===== src/rtl/br_cmp_arbiter_pkg.sv =====
// Shared RV32I branch types used by the branch comparator arbiter and its sub-blocks.
// Holds the operand word type, the branch funct3 encoding and the sequential PC step.
package br_cmp_arbiter_pkg;

    typedef logic [31:0] rv32i_word;

    typedef enum logic [2:0] {
        beq  = 3'b000,
        bne  = 3'b001,
        blt  = 3'b100,
        bge  = 3'b101,
        bltu = 3'b110,
        bgeu = 3'b111
    } branch_funct3_t;

    localparam rv32i_word PC_INC = 32'd4;

endpackage


===== src/rtl/br_cmp_arbiter_if.sv =====
// Request/result bundle between the branch requesters, the shared comparator
// arbiter and the writeback/fetch-redirect consumer.
interface br_cmp_arbiter_if #(
    parameter int unsigned NUM_REQ = 2,
    parameter int unsigned TAG_W   = 4
);
    logic                               flush;
    logic [NUM_REQ-1:0]                 req_valid;
    logic [NUM_REQ-1:0]                 req_ready;
    logic [NUM_REQ-1:0][2:0]            req_cmpop;
    logic [NUM_REQ-1:0][31:0]           req_rs1;
    logic [NUM_REQ-1:0][31:0]           req_rs2;
    logic [NUM_REQ-1:0][31:0]           req_pc;
    logic [NUM_REQ-1:0][31:0]           req_target;
    logic [NUM_REQ-1:0]                 req_pred_taken;
    logic [NUM_REQ-1:0][TAG_W-1:0]      req_tag;
    logic                               res_valid;
    logic                               res_ready;
    logic [TAG_W-1:0]                   res_tag;
    logic                               res_taken;
    logic [31:0]                        res_next_pc;
    logic                               res_mispredict;
    logic                               res_illegal;

    modport master (
        output flush, req_valid, req_cmpop, req_rs1, req_rs2, req_pc,
               req_target, req_pred_taken, req_tag, res_ready,
        input  req_ready, res_valid, res_tag, res_taken, res_next_pc,
               res_mispredict, res_illegal
    );

    modport slave (
        input  flush, req_valid, req_cmpop, req_rs1, req_rs2, req_pc,
               req_target, req_pred_taken, req_tag, res_ready,
        output req_ready, res_valid, res_tag, res_taken, res_next_pc,
               res_mispredict, res_illegal
    );
endinterface


===== src/rtl/br_cmp_arbiter_cmp.sv =====
// Branch comparator (cmp) plus the reusable round-robin arbiter (rr_arbiter)
// used by br_cmp_arbiter.
module cmp
    import br_cmp_arbiter_pkg::*;
(
    input  branch_funct3_t cmpop,
    input  rv32i_word      a,
    input  rv32i_word      b,
    output logic           br_en,
    output logic           illegal
);

    // Evaluate the branch condition; unused funct3 codes resolve not-taken and flag illegal.
    always_comb begin
        br_en   = 1'b0;
        illegal = 1'b0;
        case (cmpop)
            beq:     br_en = (a == b);
            bne:     br_en = (a != b);
            blt:     br_en = ($signed(a) <  $signed(b));
            bge:     br_en = ($signed(a) >= $signed(b));
            bltu:    br_en = (a <  b);
            bgeu:    br_en = (a >= b);
            default: begin
                br_en   = 1'b0;
                illegal = 1'b1;
            end
        endcase
    end

endmodule

module rr_arbiter #(
    parameter int unsigned N     = 2,
    parameter int unsigned PTR_W = (N > 1) ? $clog2(N) : 1
) (
    input  logic [N-1:0]     req,
    input  logic [PTR_W-1:0] ptr,
    output logic [N-1:0]     grant,
    output logic [PTR_W-1:0] grant_idx,
    output logic             grant_valid
);

    // First asserted request at or after ptr, wrapping modulo N.
    always_comb begin
        int unsigned idx_v;
        grant       = '0;
        grant_idx   = '0;
        grant_valid = 1'b0;
        idx_v       = 32'd0;
        for (int unsigned k = 0; k < N; k++) begin
            idx_v = 32'(ptr) + k;
            if (idx_v >= N) begin
                idx_v = idx_v - N;
            end else begin
                idx_v = idx_v;
            end
            if (!grant_valid && req[PTR_W'(idx_v)]) begin
                grant_valid             = 1'b1;
                grant_idx               = PTR_W'(idx_v);
                grant[PTR_W'(idx_v)]    = 1'b1;
            end else begin
                grant_valid = grant_valid;
            end
        end
    end

endmodule


===== src/rtl/br_cmp_arbiter.sv =====
// Shares one branch comparator among NUM_REQ requesters: round-robin grant,
// compare, and a one-entry registered result buffer with valid/ready handshake.
module br_cmp_arbiter
    import br_cmp_arbiter_pkg::*;
#(
    parameter int unsigned NUM_REQ = 2,
    parameter int unsigned TAG_W   = 4
) (
    input  logic              clk,
    input  logic              rst,
    br_cmp_arbiter_if.slave   bus
);

    localparam int unsigned PTR_W = (NUM_REQ > 1) ? $clog2(NUM_REQ) : 1;

    typedef struct packed {
        branch_funct3_t   cmpop;
        rv32i_word        rs1;
        rv32i_word        rs2;
        rv32i_word        pc;
        rv32i_word        target;
        logic             pred_taken;
        logic [TAG_W-1:0] tag;
    } br_req_t;

    typedef struct packed {
        logic [TAG_W-1:0] tag;
        logic             taken;
        rv32i_word        next_pc;
        logic             mispredict;
        logic             illegal;
    } br_res_t;

    logic [PTR_W-1:0]   ptr_r;
    logic [PTR_W-1:0]   ptr_nxt_s;
    logic               res_valid_r;
    br_res_t            res_r;
    br_res_t            res_nxt_s;
    br_req_t            sel_s;
    logic [NUM_REQ-1:0] grant_s;
    logic [PTR_W-1:0]   grant_idx_s;
    logic               grant_valid_s;
    logic               can_accept_s;
    logic               transfer_s;
    logic               taken_s;
    logic               illegal_s;

    rr_arbiter #(
        .N     (NUM_REQ),
        .PTR_W (PTR_W)
    ) u_rr_arbiter (
        .req         (bus.req_valid),
        .ptr         (ptr_r),
        .grant       (grant_s),
        .grant_idx   (grant_idx_s),
        .grant_valid (grant_valid_s)
    );

    // The buffer can take a new result when empty or draining, unless squashed or in reset.
    always_comb begin
        can_accept_s = !bus.flush && (!res_valid_r || bus.res_ready);
        transfer_s   = grant_valid_s && can_accept_s && !rst;
    end

    // Present the grant only when the transfer will actually complete.
    always_comb begin
        if (transfer_s) begin
            bus.req_ready = grant_s;
        end else begin
            bus.req_ready = '0;
        end
    end

    // Route the granted requester onto the shared comparator.
    always_comb begin
        sel_s.cmpop      = branch_funct3_t'(bus.req_cmpop[grant_idx_s]);
        sel_s.rs1        = bus.req_rs1[grant_idx_s];
        sel_s.rs2        = bus.req_rs2[grant_idx_s];
        sel_s.pc         = bus.req_pc[grant_idx_s];
        sel_s.target     = bus.req_target[grant_idx_s];
        sel_s.pred_taken = bus.req_pred_taken[grant_idx_s];
        sel_s.tag        = bus.req_tag[grant_idx_s];
    end

    cmp u_cmp (
        .cmpop   (sel_s.cmpop),
        .a       (sel_s.rs1),
        .b       (sel_s.rs2),
        .br_en   (taken_s),
        .illegal (illegal_s)
    );

    // Resolve next PC and mispredict; the sequential PC wraps at 2^32.
    always_comb begin
        res_nxt_s.tag        = sel_s.tag;
        res_nxt_s.taken      = taken_s;
        res_nxt_s.next_pc    = taken_s ? sel_s.target : (sel_s.pc + PC_INC);
        res_nxt_s.mispredict = taken_s ^ sel_s.pred_taken;
        res_nxt_s.illegal    = illegal_s;
    end

    // Pointer moves just past the winner so the other requesters get the next turn.
    always_comb begin
        if (grant_idx_s == PTR_W'(NUM_REQ - 1)) begin
            ptr_nxt_s = '0;
        end else begin
            ptr_nxt_s = grant_idx_s + PTR_W'(1);
        end
    end

    // Round-robin pointer register.
    always_ff @(posedge clk or posedge rst) begin
        if (rst) begin
            ptr_r <= '0;
        end else if (transfer_s) begin
            ptr_r <= ptr_nxt_s;
        end else begin
            ptr_r <= ptr_r;
        end
    end

    // Result buffer valid flag: flush beats both accept and drain.
    always_ff @(posedge clk or posedge rst) begin
        if (rst) begin
            res_valid_r <= 1'b0;
        end else if (bus.flush) begin
            res_valid_r <= 1'b0;
        end else if (transfer_s) begin
            res_valid_r <= 1'b1;
        end else if (res_valid_r && bus.res_ready) begin
            res_valid_r <= 1'b0;
        end else begin
            res_valid_r <= res_valid_r;
        end
    end

    // Result payload only changes on a completed transfer.
    always_ff @(posedge clk or posedge rst) begin
        if (rst) begin
            res_r <= '0;
        end else if (transfer_s) begin
            res_r <= res_nxt_s;
        end else begin
            res_r <= res_r;
        end
    end

    assign bus.res_valid      = res_valid_r;
    assign bus.res_tag        = res_r.tag;
    assign bus.res_taken      = res_r.taken;
    assign bus.res_next_pc    = res_r.next_pc;
    assign bus.res_mispredict = res_r.mispredict;
    assign bus.res_illegal    = res_r.illegal;

endmodule


===== src/flat_wrapper.sv =====
// flat-port wrapper written by rule: the top's interface ports become plain ports
module br_cmp_arbiter_flat import br_cmp_arbiter_pkg::*;
#(
    parameter int unsigned NUM_REQ = 2,
    parameter int unsigned TAG_W   = 4
)
  (clk, rst, bus_flush, bus_req_valid, bus_req_cmpop, bus_req_rs1, bus_req_rs2, bus_req_pc, bus_req_target, bus_req_pred_taken, bus_req_tag, bus_res_ready, bus_req_ready, bus_res_valid, bus_res_tag, bus_res_taken, bus_res_next_pc, bus_res_mispredict, bus_res_illegal);
  br_cmp_arbiter_if #(.NUM_REQ(NUM_REQ), .TAG_W(TAG_W)) bus_i ();
  input  logic clk;
  input  logic rst;
  input wire logic [$bits(bus_i.flush)-1:0] bus_flush;
  input wire logic [$bits(bus_i.req_valid)-1:0] bus_req_valid;
  input wire logic [$bits(bus_i.req_cmpop)-1:0] bus_req_cmpop;
  input wire logic [$bits(bus_i.req_rs1)-1:0] bus_req_rs1;
  input wire logic [$bits(bus_i.req_rs2)-1:0] bus_req_rs2;
  input wire logic [$bits(bus_i.req_pc)-1:0] bus_req_pc;
  input wire logic [$bits(bus_i.req_target)-1:0] bus_req_target;
  input wire logic [$bits(bus_i.req_pred_taken)-1:0] bus_req_pred_taken;
  input wire logic [$bits(bus_i.req_tag)-1:0] bus_req_tag;
  input wire logic [$bits(bus_i.res_ready)-1:0] bus_res_ready;
  output wire logic [$bits(bus_i.req_ready)-1:0] bus_req_ready;
  output wire logic [$bits(bus_i.res_valid)-1:0] bus_res_valid;
  output wire logic [$bits(bus_i.res_tag)-1:0] bus_res_tag;
  output wire logic [$bits(bus_i.res_taken)-1:0] bus_res_taken;
  output wire logic [$bits(bus_i.res_next_pc)-1:0] bus_res_next_pc;
  output wire logic [$bits(bus_i.res_mispredict)-1:0] bus_res_mispredict;
  output wire logic [$bits(bus_i.res_illegal)-1:0] bus_res_illegal;
  assign bus_i.flush = bus_flush;
  assign bus_i.req_valid = bus_req_valid;
  assign bus_i.req_cmpop = bus_req_cmpop;
  assign bus_i.req_rs1 = bus_req_rs1;
  assign bus_i.req_rs2 = bus_req_rs2;
  assign bus_i.req_pc = bus_req_pc;
  assign bus_i.req_target = bus_req_target;
  assign bus_i.req_pred_taken = bus_req_pred_taken;
  assign bus_i.req_tag = bus_req_tag;
  assign bus_i.res_ready = bus_res_ready;
  assign bus_req_ready = bus_i.req_ready;
  assign bus_res_valid = bus_i.res_valid;
  assign bus_res_tag = bus_i.res_tag;
  assign bus_res_taken = bus_i.res_taken;
  assign bus_res_next_pc = bus_i.res_next_pc;
  assign bus_res_mispredict = bus_i.res_mispredict;
  assign bus_res_illegal = bus_i.res_illegal;
  br_cmp_arbiter #(.NUM_REQ(NUM_REQ), .TAG_W(TAG_W)) u_core (.clk(clk), .rst(rst), .bus(bus_i));
endmodule

===== config.mk =====
export PLATFORM = sky130hd
export DESIGN_NAME = br_cmp_arbiter_flat
export DESIGN_NICKNAME = d
export VERILOG_FILES = /design/src/rtl/br_cmp_arbiter_pkg.sv /design/src/rtl/br_cmp_arbiter_if.sv /design/src/rtl/br_cmp_arbiter_cmp.sv /design/src/rtl/br_cmp_arbiter.sv /design/src/flat_wrapper.sv
export SDC_FILE = /design/constraint.sdc
export NUM_CORES = 1
export LEC_CHECK = 0
export CORE_AREA = 2 2 123 125
export DETAILED_ROUTE_END_ITERATION = 10
export DIE_AREA = 0 0 125 127
export PLACE_DENSITY_LB_ADDON = 0.08
export SYNTH_ARGS = -nofsm -noshare
export SYNTH_HDL_FRONTEND = slang
export SYNTH_SLANG_ARGS = --single-unit

===== constraint.sdc =====
create_clock -name clk -period 6.19 [get_ports clk]
set_input_delay 1.238 -clock clk [delete_from_list [all_inputs] [get_ports clk]]
set_output_delay 1.238 -clock clk [all_outputs]
set_load 0.05 [all_outputs]

==> results.yml <==
run_status:
  outcome: "finished clean"
floorplan:
  dieWidth_um: 125
  core_region_area_sq_mm: 0.01442
  row_count: 44
  io_pins: 320
  die_area_sq_mm: 0.01588
  die-height_um: 127
  initial_core_util_pct: 35.63
timing:
  skew_ns: 0.003315
  setup_tns_ns: 0
  hold_violations: 0
  max_slew.worst_pin.slew_ns: 0.8315
  period_needed_ns: 5.356
  max_clock_freq_ghz: 0.1867
  finalSetupViolations: 0
  max_slew_margin_pct: 44.57
  min_period_over_period_pct: 86.52
  slew_viol_final: 0
  rsz0062_at_grt: "no"
worst_setup_path:
  crit_end: "u_core.bus.res_next_pc[9]"
  critical_path.max_stage_delay_ns: 0.73
  crit_fanout: 56
  worstSetupStartpointType: "primary input"
  worst_path_max_delay_cell: "clkdlybuf4s50_1"
  regToRegEndpoint: "u_core.bus.res_next_pc[9]"
  r2r_start: "u_core.ptr_r"
  critPathKind: "primary input to flip-flop"
  reg2reg_slack_ns: 2.08
  path_cells: "clkdlybuf4s50_1 > inv_2 > nor2_4 > buf_4 > nand2_1 > nand2_1 > ha_1 > a21oi_1 > o21ai_0 > a221o_1 > nor3_1 > a211oi_2 > o211a_2 > buf_12 > a2111oi_0 > a221o_1"
  rr_worst_depth: 13
  cp.arrival_ns: 5.58
  endpoint_kind: "flip-flop"
  critical_path_required_ns: 6.41
  critPathLaunch: "bus_req_valid[1]"
synthesis:
  synth_cell_types: 63
  synth-edff-count: 0
  syn_area_sq_mm: 0.005140
  syn_nets: 1009
  synth-xor-area-share_pct: 5.964
  ys_warn_count: 0
  yosys.area_share.simple_pct: 30.84
  synth_seq_cells: 41
  avgSynthCellArea_sq_um: 7.364
  synthAdderAreaFrac_pct: 8.033
  synth_compound_area_share_pct: 19.60
  muxShareOfSynthArea_pct: 10.78
  synth_ff_type: "dfrtp_1"
  async_reset_ff_share_pct: 100.0
  seq_area_frac_synth_pct: 19.96
  synthCells: 698
  synth_top_family_by_area: "simple AND/OR/NAND/NOR gates"
power:
  powerDensity_mw_per_mm2: 203.5
  max-vdd-ir-drop_mv: 0.1306
  p_leak_nw: 3.629
route:
  ant_nets: 0
  drt_first_pass_iters: 4
  first_iter_violations: 301
  detail_route.vias_per_cell: 5.173
  wl_um: 18860
  vias: 6057
  wl_per_cell_um: 16.11
  drc: 0
hold_path:
  hold_path.class: "flip-flop to flip-flop"
  worstHoldStart: "u_core.bus.res_taken"
layout:
  drive_gt1_share_pct: 4.357
  layout.nets: 1297
  final_cell_mix: "clkdlybuf4s50_1, nand2_1, mux2i_1, a21oi_1, nor2_1"
  diodes: 0
  areaGrowthSynthToFinish_pct: 67.65
  nFillCells: 1371
  layout_commonest_cell: "clkdlybuf4s50_1"
  stdcell_count: 1171
cts:
  tritoncts: "yes"
  clock_latency_ns: 0.28
  cts_setup_buffers: 0
  cts_root_buf: "clkbuf_16"
  ctsResizeCount: 0
  cts_max_level: 2
  clkTransAtPathRegs_ns: 0.06
  cts_hold_buf: 0
  cts-buffers-inserted: 5
  cts.sinks: 41
  clockBufferDepth: 2
global_routing:
  grt_first_pass_wirelength_um: 29460
  overflow: 0
  grtUsageTotal_pct: 22.69
  grt_max_degree: 84
  grt_pass1_vias: 5895
  antenna_found_initial: 1
placement:
  place_congestion: 0.8334
  dp_hpwl_um: 15150
  portBuffers: 319
  dp_cells: 1163
flow_run:
  max_cap_violations: 0
logic make-up (layout without fill, tap and decap cells):
group | Yosys count | after routing
flip-flops | 41 | 41
buffers and inverters | 54 | 343
XOR/XNOR | 35 | 35
AND/OR/NAND/NOR | 340 | 340
AO/OA/AOI/OAI | 140 | 140
multiplexers | 55 | 55
adder cells (fa/ha/maj) | 33 | 33
worst max-delay path, delay by kind of cell:
family,cells,cell delay [ns]
adders and majority gates,1,0.25
AOI/OAI and AO/OA,7,1.68
and+or+nand+nor,4,1.01
buffers and inverters,4,1.35
cells in the mapped netlist (4+ instances only):
cell,instances,area share (%)
nand2_1,191,14
mux2i_1,52,10
a21oi_1,50,4.9
nor2_1,46,3.4
dfrtp_1,41,20
ha_1,33,8.0
a221o_1,27,5.3
clkbuf_1,24,1.8
nand3_1,23,2.2
nor3_1,22,2.1
xnor2_1,19,3.2
o21ai_0,16,1.6
xor2_1,16,2.7
nand4_1,13,1.6
buf_2,12,1.2
nor4_1,9,1.1
a2111oi_0,8,1.4
inv_1,6,0.44
a31oi_1,5,0.61
buf_1,5,0.37
a211oi_1,4,0.58
buf_4,4,0.58
nand3b_1,4,0.58
or3_1,4,0.49
power by group:
part           switching (W)  internal (W)
registers          0.0000432      0.000344
clock network       0.000103      0.000201
logic               0.000598      0.000464
routing by layer:
layer	up-vias	part of all wire (%)	routed length (um)	GRT usage [%]
met5	-	0.069	13	0
met2	233	50	9418	42.04
li1	3105	-	-	-
met4	2	1.8	333	5.163
met3	20	8.2	1539	6.030
met1	2697	40	7554	26.15
final cells by class:
cell class / instances / area [sq um] / area share [%]
timing repair buffer: 328 / 3271 / 37.96
multi-input combinational: 603 / 3891 / 45.16
tap: 184 / 230.2 / 2.672
clock buffer: 7 / 142.6 / 1.655
inverter: 7 / 26.28 / 0.3049
clock inverter: 1 / 30.03 / 0.3485
sequential: 41 / 1026 / 11.91
through the flow:
stage          hold WS (ns)  area (sq um)  power, W  setup slack, ns  util, %
5_1_grt              0.5235          8617  0.001858           0.4888    59.74
4_1_cts              0.4851          8617  0.001771           0.8123    59.74
2_1_floorplan        0.5471          5140  0.001021           0.9679        -
3_5_place_dp         0.4720          8444  0.001460           0.5237    58.54
3_3_place_gp         0.4643          8444  0.001451           0.7005    58.54
6_report             0.4855          8617  0.001753           0.8342    59.74
worst min path at each step:
stage | to | slack, ns | cells after the start
floorplan | u_core.ptr_r | 0.55 | 2
detailed placement | u_core.bus.res_taken | 0.47 | 2
global placement | u_core.bus.res_taken | 0.46 | 2
CTS | u_core.bus.res_taken | 0.49 | 2
global route | u_core.bus.res_next_pc[7] | 0.52 | 1
finish | u_core.bus.res_taken | 0.49 | 2
registers in the layout, indices dropped and copies added (netlist names):
signal / cells
u_core.bus.res_taken: 1
u_core.bus.res_tag: 4
u_core.bus.res_valid: 1
u_core.bus.res_mispredict: 1
u_core.ptr_r: 1
u_core.bus.res_next_pc: 32
u_core.bus.res_illegal: 1
No activity file was read; power rests on OpenSTA's default activity.
